==> config.mk <==
export PLATFORM = sky130hd
export DESIGN_NAME = pong_engine
export DESIGN_NICKNAME = d
export VERILOG_FILES = /design/src/rtl/pong_engine.sv
export SDC_FILE = /design/constraint.sdc
export NUM_CORES = 1
export LEC_CHECK = 0
export ABC_AREA = 1
export BUFFER_PORTS_ARGS = -buffer_cell sky130_fd_sc_hd__buf_4
export CORE_MARGIN = 2
export CORE_UTILIZATION = 29
export CTS_BUF_LIST = sky130_fd_sc_hd__clkbuf_8
export DETAILED_ROUTE_END_ITERATION = 10
export PLACE_DENSITY = 0.46
export SLEW_MARGIN = 30
export SYNTH_ARGS = -nofsm -noshare
export SYNTH_HDL_FRONTEND = slang
export SYNTH_SLANG_ARGS = --single-unit
==> constraint.sdc <==
create_clock -name clk -period 4.7 [get_ports clk]
set_clock_uncertainty 0.15 [all_clocks]
set_input_delay 0.47 -clock clk [delete_from_list [all_inputs] [get_ports clk]]
set_output_delay 0.47 -clock clk [all_outputs]
set_load 0.02 [all_outputs]
==> src/rtl/pong_engine.sv <==
// Two-player pong core: paddle and ball motion, wall/paddle bounce, scoring FSM and
// a combinational pixel colour for the current raster position.
module pong_engine #(
  parameter int unsigned PADDLE_H    = 40,
  parameter int unsigned PADDLE_STEP = 2,
  parameter int unsigned BALL_SIZE   = 8,
  parameter int unsigned BALL_SPEED  = 2,
  parameter int unsigned TOP         = 34,
  parameter int unsigned BOTTOM      = 516,
  parameter int unsigned H_MIN       = 144,
  parameter int unsigned H_MAX       = 783,
  parameter int unsigned L_X0        = 150,
  parameter int unsigned L_X1        = 170,
  parameter int unsigned R_X0        = 757,
  parameter int unsigned R_X1        = 777,
  parameter int unsigned WIN_SCORE   = 7
) (
  input  logic        clk,
  input  logic        rst,
  input  logic        tick,
  input  logic        up1,
  input  logic        down1,
  input  logic        up2,
  input  logic        down2,
  input  logic        serve,
  input  logic        bright,
  input  logic [9:0]  hCount,
  input  logic [9:0]  vCount,
  output logic [11:0] rgb,
  output logic [15:0] score,
  output logic        game_over
);

  localparam logic [10:0] LP_HALF   = 11'(PADDLE_H / 2);
  localparam logic [10:0] LP_STEP   = 11'(PADDLE_STEP);
  localparam logic [10:0] LP_SIZE   = 11'(BALL_SIZE);
  localparam logic [10:0] LP_SPD    = 11'(BALL_SPEED);
  localparam logic [10:0] LP_TOP    = 11'(TOP);
  localparam logic [10:0] LP_BOTTOM = 11'(BOTTOM);
  localparam logic [10:0] LP_HMIN   = 11'(H_MIN);
  localparam logic [10:0] LP_HMAX   = 11'(H_MAX);
  localparam logic [10:0] LP_LX0    = 11'(L_X0);
  localparam logic [10:0] LP_LX1    = 11'(L_X1);
  localparam logic [10:0] LP_RX0    = 11'(R_X0);
  localparam logic [10:0] LP_RX1    = 11'(R_X1);
  localparam logic [10:0] LP_PY_MIN = 11'(TOP + PADDLE_H / 2);
  localparam logic [10:0] LP_PY_MAX = 11'(BOTTOM - PADDLE_H / 2);
  localparam logic [10:0] LP_PY_RST = 11'd275;
  localparam logic [10:0] LP_BX_C   = 11'd460;
  localparam logic [10:0] LP_BY_C   = 11'd271;
  localparam logic [7:0]  LP_WIN    = 8'(WIN_SCORE);

  typedef enum logic [1:0] {StIdle, StPlay, StPoint, StOver} state_t;

  state_t      r_state;
  logic [10:0] r_py1, r_py2, r_bx, r_by;
  logic        r_dx, r_dy, r_p1_scored;
  logic [7:0]  r_s1, r_s2;

  logic [10:0] w_py1_n, w_py2_n, w_bx_n, w_by_n, w_h, w_v;
  logic        w_dx_n, w_dy_n, w_ov_l, w_ov_r, w_hit_l, w_hit_r, w_miss_l, w_miss_r;
  logic        w_ball_px, w_pad_px, w_mid_px;
  logic [7:0]  w_s1_inc, w_s2_inc;

  function automatic logic [10:0] f_paddle(input logic [10:0] py, input logic up,
                                           input logic dn);
    logic [10:0] v;
    v = py;
    if (up && !dn)      v = (py < LP_PY_MIN + LP_STEP) ? LP_PY_MIN : py - LP_STEP;
    else if (dn && !up) v = (py + LP_STEP > LP_PY_MAX) ? LP_PY_MAX : py + LP_STEP;
    return v;
  endfunction

  // Comparisons are rearranged as additions so nothing is ever subtracted below zero.
  always_comb begin
    w_py1_n  = f_paddle(r_py1, up1, down1);
    w_py2_n  = f_paddle(r_py2, up2, down2);
    w_ov_l   = (r_by <= r_py1 + LP_HALF) && (r_by + LP_SIZE - 11'd1 + LP_HALF >= r_py1);
    w_ov_r   = (r_by <= r_py2 + LP_HALF) && (r_by + LP_SIZE - 11'd1 + LP_HALF >= r_py2);
    w_hit_l  = !r_dx && (r_bx <= LP_LX1 + LP_SPD) && (r_bx >= LP_LX0) && w_ov_l;
    w_hit_r  = r_dx && (r_bx + LP_SIZE - 11'd1 + LP_SPD >= LP_RX0) &&
               (r_bx + LP_SIZE - 11'd1 <= LP_RX1) && w_ov_r;
    w_miss_l = !r_dx && (r_bx <= LP_HMIN + LP_SPD) && !w_hit_l;
    w_miss_r = r_dx && (r_bx + LP_SIZE - 11'd1 + LP_SPD >= LP_HMAX) && !w_hit_r;

    w_bx_n = r_dx ? r_bx + LP_SPD : r_bx - LP_SPD;
    w_dx_n = r_dx;
    if (w_hit_l) begin
      w_bx_n = LP_LX1 + 11'd1;
      w_dx_n = 1'b1;
    end else if (w_hit_r) begin
      w_bx_n = LP_RX0 - LP_SIZE;
      w_dx_n = 1'b0;
    end

    w_by_n = r_dy ? r_by + LP_SPD : r_by - LP_SPD;
    w_dy_n = r_dy;
    if (!r_dy && (r_by <= LP_TOP + LP_SPD)) begin
      w_by_n = LP_TOP;
      w_dy_n = 1'b1;
    end else if (r_dy && (r_by + LP_SIZE - 11'd1 + LP_SPD >= LP_BOTTOM)) begin
      w_by_n = LP_BOTTOM - LP_SIZE + 11'd1;
      w_dy_n = 1'b0;
    end

    w_s1_inc = (r_s1 < LP_WIN) ? r_s1 + 8'd1 : r_s1;
    w_s2_inc = (r_s2 < LP_WIN) ? r_s2 + 8'd1 : r_s2;
  end

  always_ff @(posedge clk) begin
    if (!rst) begin
      r_state     <= StIdle;
      r_py1       <= LP_PY_RST;
      r_py2       <= LP_PY_RST;
      r_bx        <= LP_BX_C;
      r_by        <= LP_BY_C;
      r_dx        <= 1'b1;
      r_dy        <= 1'b1;
      r_p1_scored <= 1'b0;
      r_s1        <= 8'd0;
      r_s2        <= 8'd0;
    end else begin
      if (tick && (r_state == StIdle || r_state == StPlay)) begin
        r_py1 <= w_py1_n;
        r_py2 <= w_py2_n;
      end
      unique case (r_state)
        StIdle: if (serve) r_state <= StPlay;
        StPlay: begin
          if (tick) begin
            if (w_miss_l || w_miss_r) begin
              r_state     <= StPoint;
              r_p1_scored <= w_miss_r;
            end else begin
              r_bx <= w_bx_n;
              r_by <= w_by_n;
              r_dx <= w_dx_n;
              r_dy <= w_dy_n;
            end
          end
        end
        StPoint: begin
          r_bx <= LP_BX_C;
          r_by <= LP_BY_C;
          r_dx <= r_p1_scored;  // serve toward whoever conceded
          r_dy <= 1'b1;
          if (r_p1_scored) begin
            r_s1    <= w_s1_inc;
            r_state <= (w_s1_inc == LP_WIN) ? StOver : StIdle;
          end else begin
            r_s2    <= w_s2_inc;
            r_state <= (w_s2_inc == LP_WIN) ? StOver : StIdle;
          end
        end
        StOver: begin
          if (serve) begin
            r_s1    <= 8'd0;
            r_s2    <= 8'd0;
            r_state <= StIdle;
          end
        end
        default: r_state <= StIdle;
      endcase
    end
  end

  assign score     = {r_s1, r_s2};
  assign game_over = (r_state == StOver);

  always_comb begin
    w_h       = {1'b0, hCount};
    w_v       = {1'b0, vCount};
    w_ball_px = (w_h >= r_bx) && (w_h < r_bx + LP_SIZE) &&
                (w_v >= r_by) && (w_v < r_by + LP_SIZE);
    w_pad_px  = ((w_h >= LP_LX0) && (w_h <= LP_LX1) &&
                 (w_v + LP_HALF >= r_py1) && (w_v <= r_py1 + LP_HALF)) ||
                ((w_h >= LP_RX0) && (w_h <= LP_RX1) &&
                 (w_v + LP_HALF >= r_py2) && (w_v <= r_py2 + LP_HALF));
    w_mid_px  = (w_h >= 11'd318) && (w_h <= 11'd322) && (w_v >= LP_TOP) && (w_v <= LP_BOTTOM);
    if (!bright)                         rgb = 12'h000;
    else if (w_ball_px && !game_over)    rgb = 12'hF00;
    else if (w_pad_px)                   rgb = 12'h0F0;
    else if (w_mid_px)                   rgb = 12'hFFF;
    else                                 rgb = game_over ? 12'hF00 : 12'h00F;
  end

endmodule

# --- Word level (Yosys, flattened, before mapping) ---
# Cells that the tools add are included.
totals:
  in_bits: 29
  wordCells: 186
  regBits: 65
  output_inout_bits: 29
op_classes:
  muxes: 50
  n_lt_le_gt_ge: 34
  add_sub_neg: 20
  eq_ne: 14
  n_reduce_logical: 58
op_table:
  columns: ["operator", "n"]
  rows:
  - ["$mux 11", 18]
  - ["$add 11x2->11 const B", 6]
  - ["$mux 12", 5]
  - ["$ge 11x11->1", 4]
  - ["$pmux 11 s2", 2]
  - ["$sub 11x2->11 const B", 4]
  - ["$mux 8", 5]
  - ["$add 11x5->11 const B", 3]
  - ["$ge 11x10->1 const B", 3]
  - ["$logic_and 1x1->1", 32]
  - ["$pmux 8 s2", 2]
  - ["$add 11x4->11 const B", 2]
  - ["$ge 10x11->1", 2]
  - ["$gt 11x9->1 const B", 2]
  - ["$le 10x11->1", 2]
  - ["$le 11x11->1", 2]
  - ["$le 11x8->1 const B", 2]
  - ["$lt 10x11->1", 2]
  - ["$lt 11x6->1 const B", 2]
  - ["$sub 11x1->11 const B", 2]
  - ["$le 10x10->1 const B", 2]
  - ["$add 8x1->8 const B", 2]
  - ["$eq 8x3->1 const B", 2]
  - ["$lt 8x3->1 const B", 2]
  - ["other kinds (26)", 66]

# --- Logic depth before layout (Yosys ltp) ---
depth:
  depth_word: 13
  depth_mapped: 29
  ltp_nobuf: 29

# --- Least setup slack after synthesis ---
# OpenSTA, ideal clock, no wires.
synth_path:
  path_kind: "register -> register"
  start: "reg r_by[3]"
  end: "reg r_by[3]"
  required_ns: 4.416
  n_path_buf: 1
  slack_ns: 0.687
  arrival_time_ns: 3.730
  setup_time_ns: 0.134
  stages_incl_launch_ff: 27
  cell_sequence: "dfxtp_1 -> inv_1 -> ha_1 -> inv_1 -> nand3_1 -> nor2_1 -> nand2_1 -> nand2_1 -> inv_2 -> nor4_1 -> nand2_1 -> xor2_1 -> inv_1 -> ha_1 -> nand4_1 -> a211o_1 -> o2111ai_1 -> nand3_1 -> nor2_2 -> nand2_4 -> nand2_2 -> nand2_4 -> nand2_2 -> nand2_4 -> buf_8 -> nand2_1 -> nand3_1"
synth_between:
  elab_chain_len: 11
  word_cells_on_any_way: 31
  cone_classes: "add/sub (6); order compare (6); eq/ne (1); mux (6); reduce/logical (12)"
synth_lines:
  columns: ["element", "line_no", "rtl"]
  rows:
  - ["from (decl)", "56", "logic [10:0] r_py1, r_py2, r_bx, r_by;"]
  - ["from (signal assigned)", "136", "r_by <= w_by_n;"]
  - ["parallel branches: the longest is 11 deep, another holds $add 11x4->11", null, null]
# Parallel ways; which one is timed is not known. The select of a mux whose other input is x is not followed.
# A chain may end at the register's enable or synchronous reset.

# --- Final worst setup path ---
layout_path:
  start: "reg r_by[0]"
  end: "reg r_bx[9]"
layout_between:
  elab_chain_len: 11
  word_cells_on_any_way: 23
  cone_classes: "add/sub (3); order compare (4); eq/ne (1); mux (5); reduce/logical (10)"
layout_lines:
  columns: ["element", "line_no", "rtl"]
  rows:
  - ["$add 11x4->11", "78, 79", null]
  - ["$sub 11x1->11", "78, 79", null]
  - ["$add 11x5->11", "78, 79", null]
  - ["$ge 11x11->1 (on tied branches)", "79, 78", null]
  - ["$logic_and 1x1->1 (on tied branches)", "79, 78", null]
  - ["$logic_and 1x1->1 (on tied branches)", "82, 80", null]
  - ["$mux 11, or another cell as far along", "91", "end else if (w_hit_r) begin"]
  - ["$mux 11, or another cell as far along", "88", "if (w_hit_l) begin"]
  - ["$mux 11 or $logic_or 1x1->1 (tied branches)", "131", "if (w_miss_l || w_miss_r) begin"]
  - ["$mux 11 or $ne 2x2->1 (tied branches)", null, null]
  - ["$pmux 11 s2 or $reduce_and 3->1 (tied branches)", null, null]
  - ["to (signal assigned)", "135", "r_bx <= w_bx_n;"]
  - ["to (decl)", "56", null]
# Several ways; a longest one is shown, not always the timed one. The select of a mux whose other input is x is not followed.

==> flow_metrics.env <==
export IMPL_yosysTopAreaCellShare_pct=21.9
export IMPL_hp_class="flop to flop"
export IMPL_grt_pass1_wl_um=50000
export IMPL_hold_viol=0
export IMPL_p_per_area_nw_per_um2=230
export IMPL_cp_required_ns=4.80
export IMPL_grt_pass1_vias=9219
export IMPL_ys_ff_latch=65
export IMPL_holdPathStages=2
export IMPL_nFillCells=3620
export IMPL_grt_max_degree=35
export IMPL_criticalPathCategory="flop to flop"
export IMPL_path_cells="inv_1, ha_1, xor2_1, ha_1, o21ai_0, nor4_4, nand2_1, xor2_1, inv_1, ha_1, nand4_1, a211o_1, o2111ai_1, nand3_1, nor2_2, nand2_4, nand2_2, nand3_2, buf_4, o21ai_0, a21oi_1"
export IMPL_fmax_mhz=230
export IMPL_clock_sinks=65
export IMPL_setup_viol=0
export IMPL_fp_coreArea_um2=32400
export IMPL_regArea_um2=1310
export IMPL_yosys_most_used_dff="dfxtp_1"
export IMPL_fin_crit_ns=4.34
export IMPL_place_inst=1959
export IMPL_start_kind="flop"
export IMPL_place_gp_congestion=0.878
export IMPL_worstPathArrival_ns=4.44
export IMPL_final_cells=1977
export IMPL_die_area_um2=34200
export IMPL_yosysWarnings=0
export IMPL_clock_latency_ns=0.36
export IMPL_wl_per_cell_um=15.9
export IMPL_synthesis_nets=1670
export IMPL_cts_tree="built"
export IMPL_post_synth_top_area_cell="ha_1"
export IMPL_reg2regPathDepth=21
export IMPL_rows=66
export IMPL_initial_core_util_pct=29.3
export IMPL_finalPower_mw=2.46
export IMPL_drv_cap=0
export IMPL_drt_pass1_iterations=5
export IMPL_outcome="complete, no violations"
export IMPL_final_max_slew_viol_count=0
export IMPL_period_share_pct=92.4
export IMPL_crit_path_end_kind="flop"
export IMPL_syn_area_per_cell_um2=6.45
export IMPL_io_buffer_count=57
export IMPL_syn_inst=1473
export IMPL_synth_edf_count=0
export IMPL_ir_drop_mv=0.119
export IMPL_route_detailed_drc=0
export IMPL_clk_pin_slew_worst_paths_ns=0.09
export IMPL_die_w_um=185
export IMPL_track_usage_pct=18.6
export IMPL_drtAntennaViolNets=0
export IMPL_synthArstFlopShare_pct=0
export IMPL_crit_slowest_cell="dfxtp_1"
export IMPL_slew_headroom_pct=44.4
export IMPL_wirelength_um=31400
export IMPL_cts_buffer_depth=2
export IMPL_cp_common_cell="ha_1"
export IMPL_mostFrequentLayoutCells="328 x nand2_1, 177 x inv_1, 166 x ha_1"
export IMPL_dp_hpwl_um=25800
export IMPL_antenna_found_initial=0
export IMPL_viasPerCell=4.89
export IMPL_nets=1727
export IMPL_ys_types=56
export IMPL_htreeDepth=3
export IMPL_routed_via_count=9666
export IMPL_synth_area_leaders="ha_1 22%, dfxtp_1 14%, nand2_1 13%, inv_1 6.9%, a21oi_1 6.3%"
export IMPL_tightestPinTransition_ns=0.826
export IMPL_antennaDiodeCount=0
export IMPL_p_leak_nw=5.32
export IMPL_syn_area_um2=9490
export IMPL_overflow=0
export IMPL_timing_critical_path_slowest_cell_delay_ns=0.43
export IMPL_multi_input_area_um2=7360
export IMPL_die_y_um=185
export IMPL_cts_buffers=9
export IMPL_layout_drive_gt1_share_pct=10.4
export IMPL_seq_area_frac_synth_pct=13.7
export IMPL_layout_commonest_cell="nand2_1"
export IMPL_crit_fanout=10
export IMPL_drtIter0Drc=463
export IMPL_ioPinCount=58
export IMPL_syn_to_final_growth_pct=12.4
export IMPL_root_buffer="clkbuf_8"
## state kept, by name, indices dropped and copies added (netlist names)
name	flops
r_py1	11
r_dx	1
r_state	2
r_by	11
r_dy	1
r_py2	11
r_s1	8
r_bx	11
r_s2	8
r_p1_scored	1
## power by group
| group | total (mW) | switching, mW | leakage [nW] | internal, mW |
|---|---|---|---|---|
| clock | 0.436 | 0.249 | 0.0930 | 0.187 |
| sequential | 0.659 | 0.0712 | 0.531 | 0.588 |
| combinational | 1.36 | 0.870 | 4.70 | 0.491 |
## Yosys cell counts (2+ instances only)
cell type	count
nand2_4	5
or2_1	2
o311ai_0	5
o31ai_1	2
a41oi_1	3
xnor2_1	9
xor2_1	59
a221oi_1	4
nand4_1	28
nor2_2	9
clkinv_1	2
o32ai_1	3
buf_4	11
nand3_1	110
nand3_2	3
or2_2	3
o21bai_1	2
nor2_1	129
inv_1	174
o41ai_1	2
nor3_1	19
a211oi_1	10
o2111ai_1	5
a211o_1	2
a21boi_0	4
a21o_1	5
o21ai_0	72
o21a_1	5
o211ai_1	9
ha_1	166
nand2_2	19
nand3b_1	7
a21oi_1	119
dfxtp_1	65
inv_2	13
o21ai_1	4
clkbuf_1	16
fa_1	2
nor2_4	2
nor3b_1	3
nand2_1	329
a31oi_1	12
nor4_1	7
## final timing paths
check | to | start | slack [ns]
worst min-delay path | r_s1[4] | r_s1[4] | 0.33
worst min register to register | r_s1[4] | r_s1[4] | 0.33
worst max-delay path | r_bx[9] | r_by[0] | 0.36
worst max register to register | r_bx[9] | r_by[0] | 0.36
## per-layer routing
metal | global-route usage [%] | up-vias | share of wire (%)
met2 | 30.7 | 155 | 45
met1 | 26.1 | 4413 | 50
met5 | 0 | - | 0
met4 | 4.10 | 0 | 1.6
li1 | - | 5070 | -
met3 | 1.79 | 28 | 3.2
## through the flow
step	TNS, ns	instance area, um2	setup WS (ns)	utilization, %	hold WS [ns]
2_1_floorplan	0	9490	0.687	-	0.326
3_3_place_gp	0	10400	0.227	32.2	0.317
3_5_place_dp	0	10400	0.0854	32.2	0.316
4_1_cts	0	10600	0.0417	32.7	0.333
5_1_grt	-0.0492	10700	-0.0183	33.0	0.359
6_report	0	10700	0.357	33.0	0.327
## area by class of cell
type	count	share of cell area (%)
clock inverters	7	0.387
multi-input cells	1188	69.0
inverters	189	6.65
repair buffers	77	5.42
flip-flops and latches	65	12.2
clock buffers	9	1.16
well taps	442	5.18
## logic make-up after synthesis
| kind of cell | share of synthesized area (%) |
|---|---|
| AND/OR/NAND/NOR | 31.5 |
| AO/OA/AOI/OAI | 16.6 |
| buffers and inverters | 9.34 |
| adder cells (fa/ha/maj) | 22.3 |
| XOR/XNOR | 6.44 |
| multiplexers | 0.119 |
| flip-flops | 13.7 |
## worst max-delay path: cells and delay by family, from the launching register on
| family | cells | cell delay (ns) |
|---|---|---|
| adder cells (fa/ha/maj) | 3 | 0.81 |
| AND/OR/NAND/NOR | 8 | 1.23 |
| AO/OA/AOI/OAI | 5 | 0.84 |
| flip-flops | 1 | 0.43 |
| XOR/XNOR | 2 | 0.41 |
| buffers and inverters | 3 | 0.38 |
## timing repair
action                                  4_1_cts  5_1_grt
hold buffers                                  0        0
gates resized for setup                       0       15
buffers inserted                              0        2
endpoints found under the setup margin        0       31
Note: power is estimated with default switching activity, not from simulation.
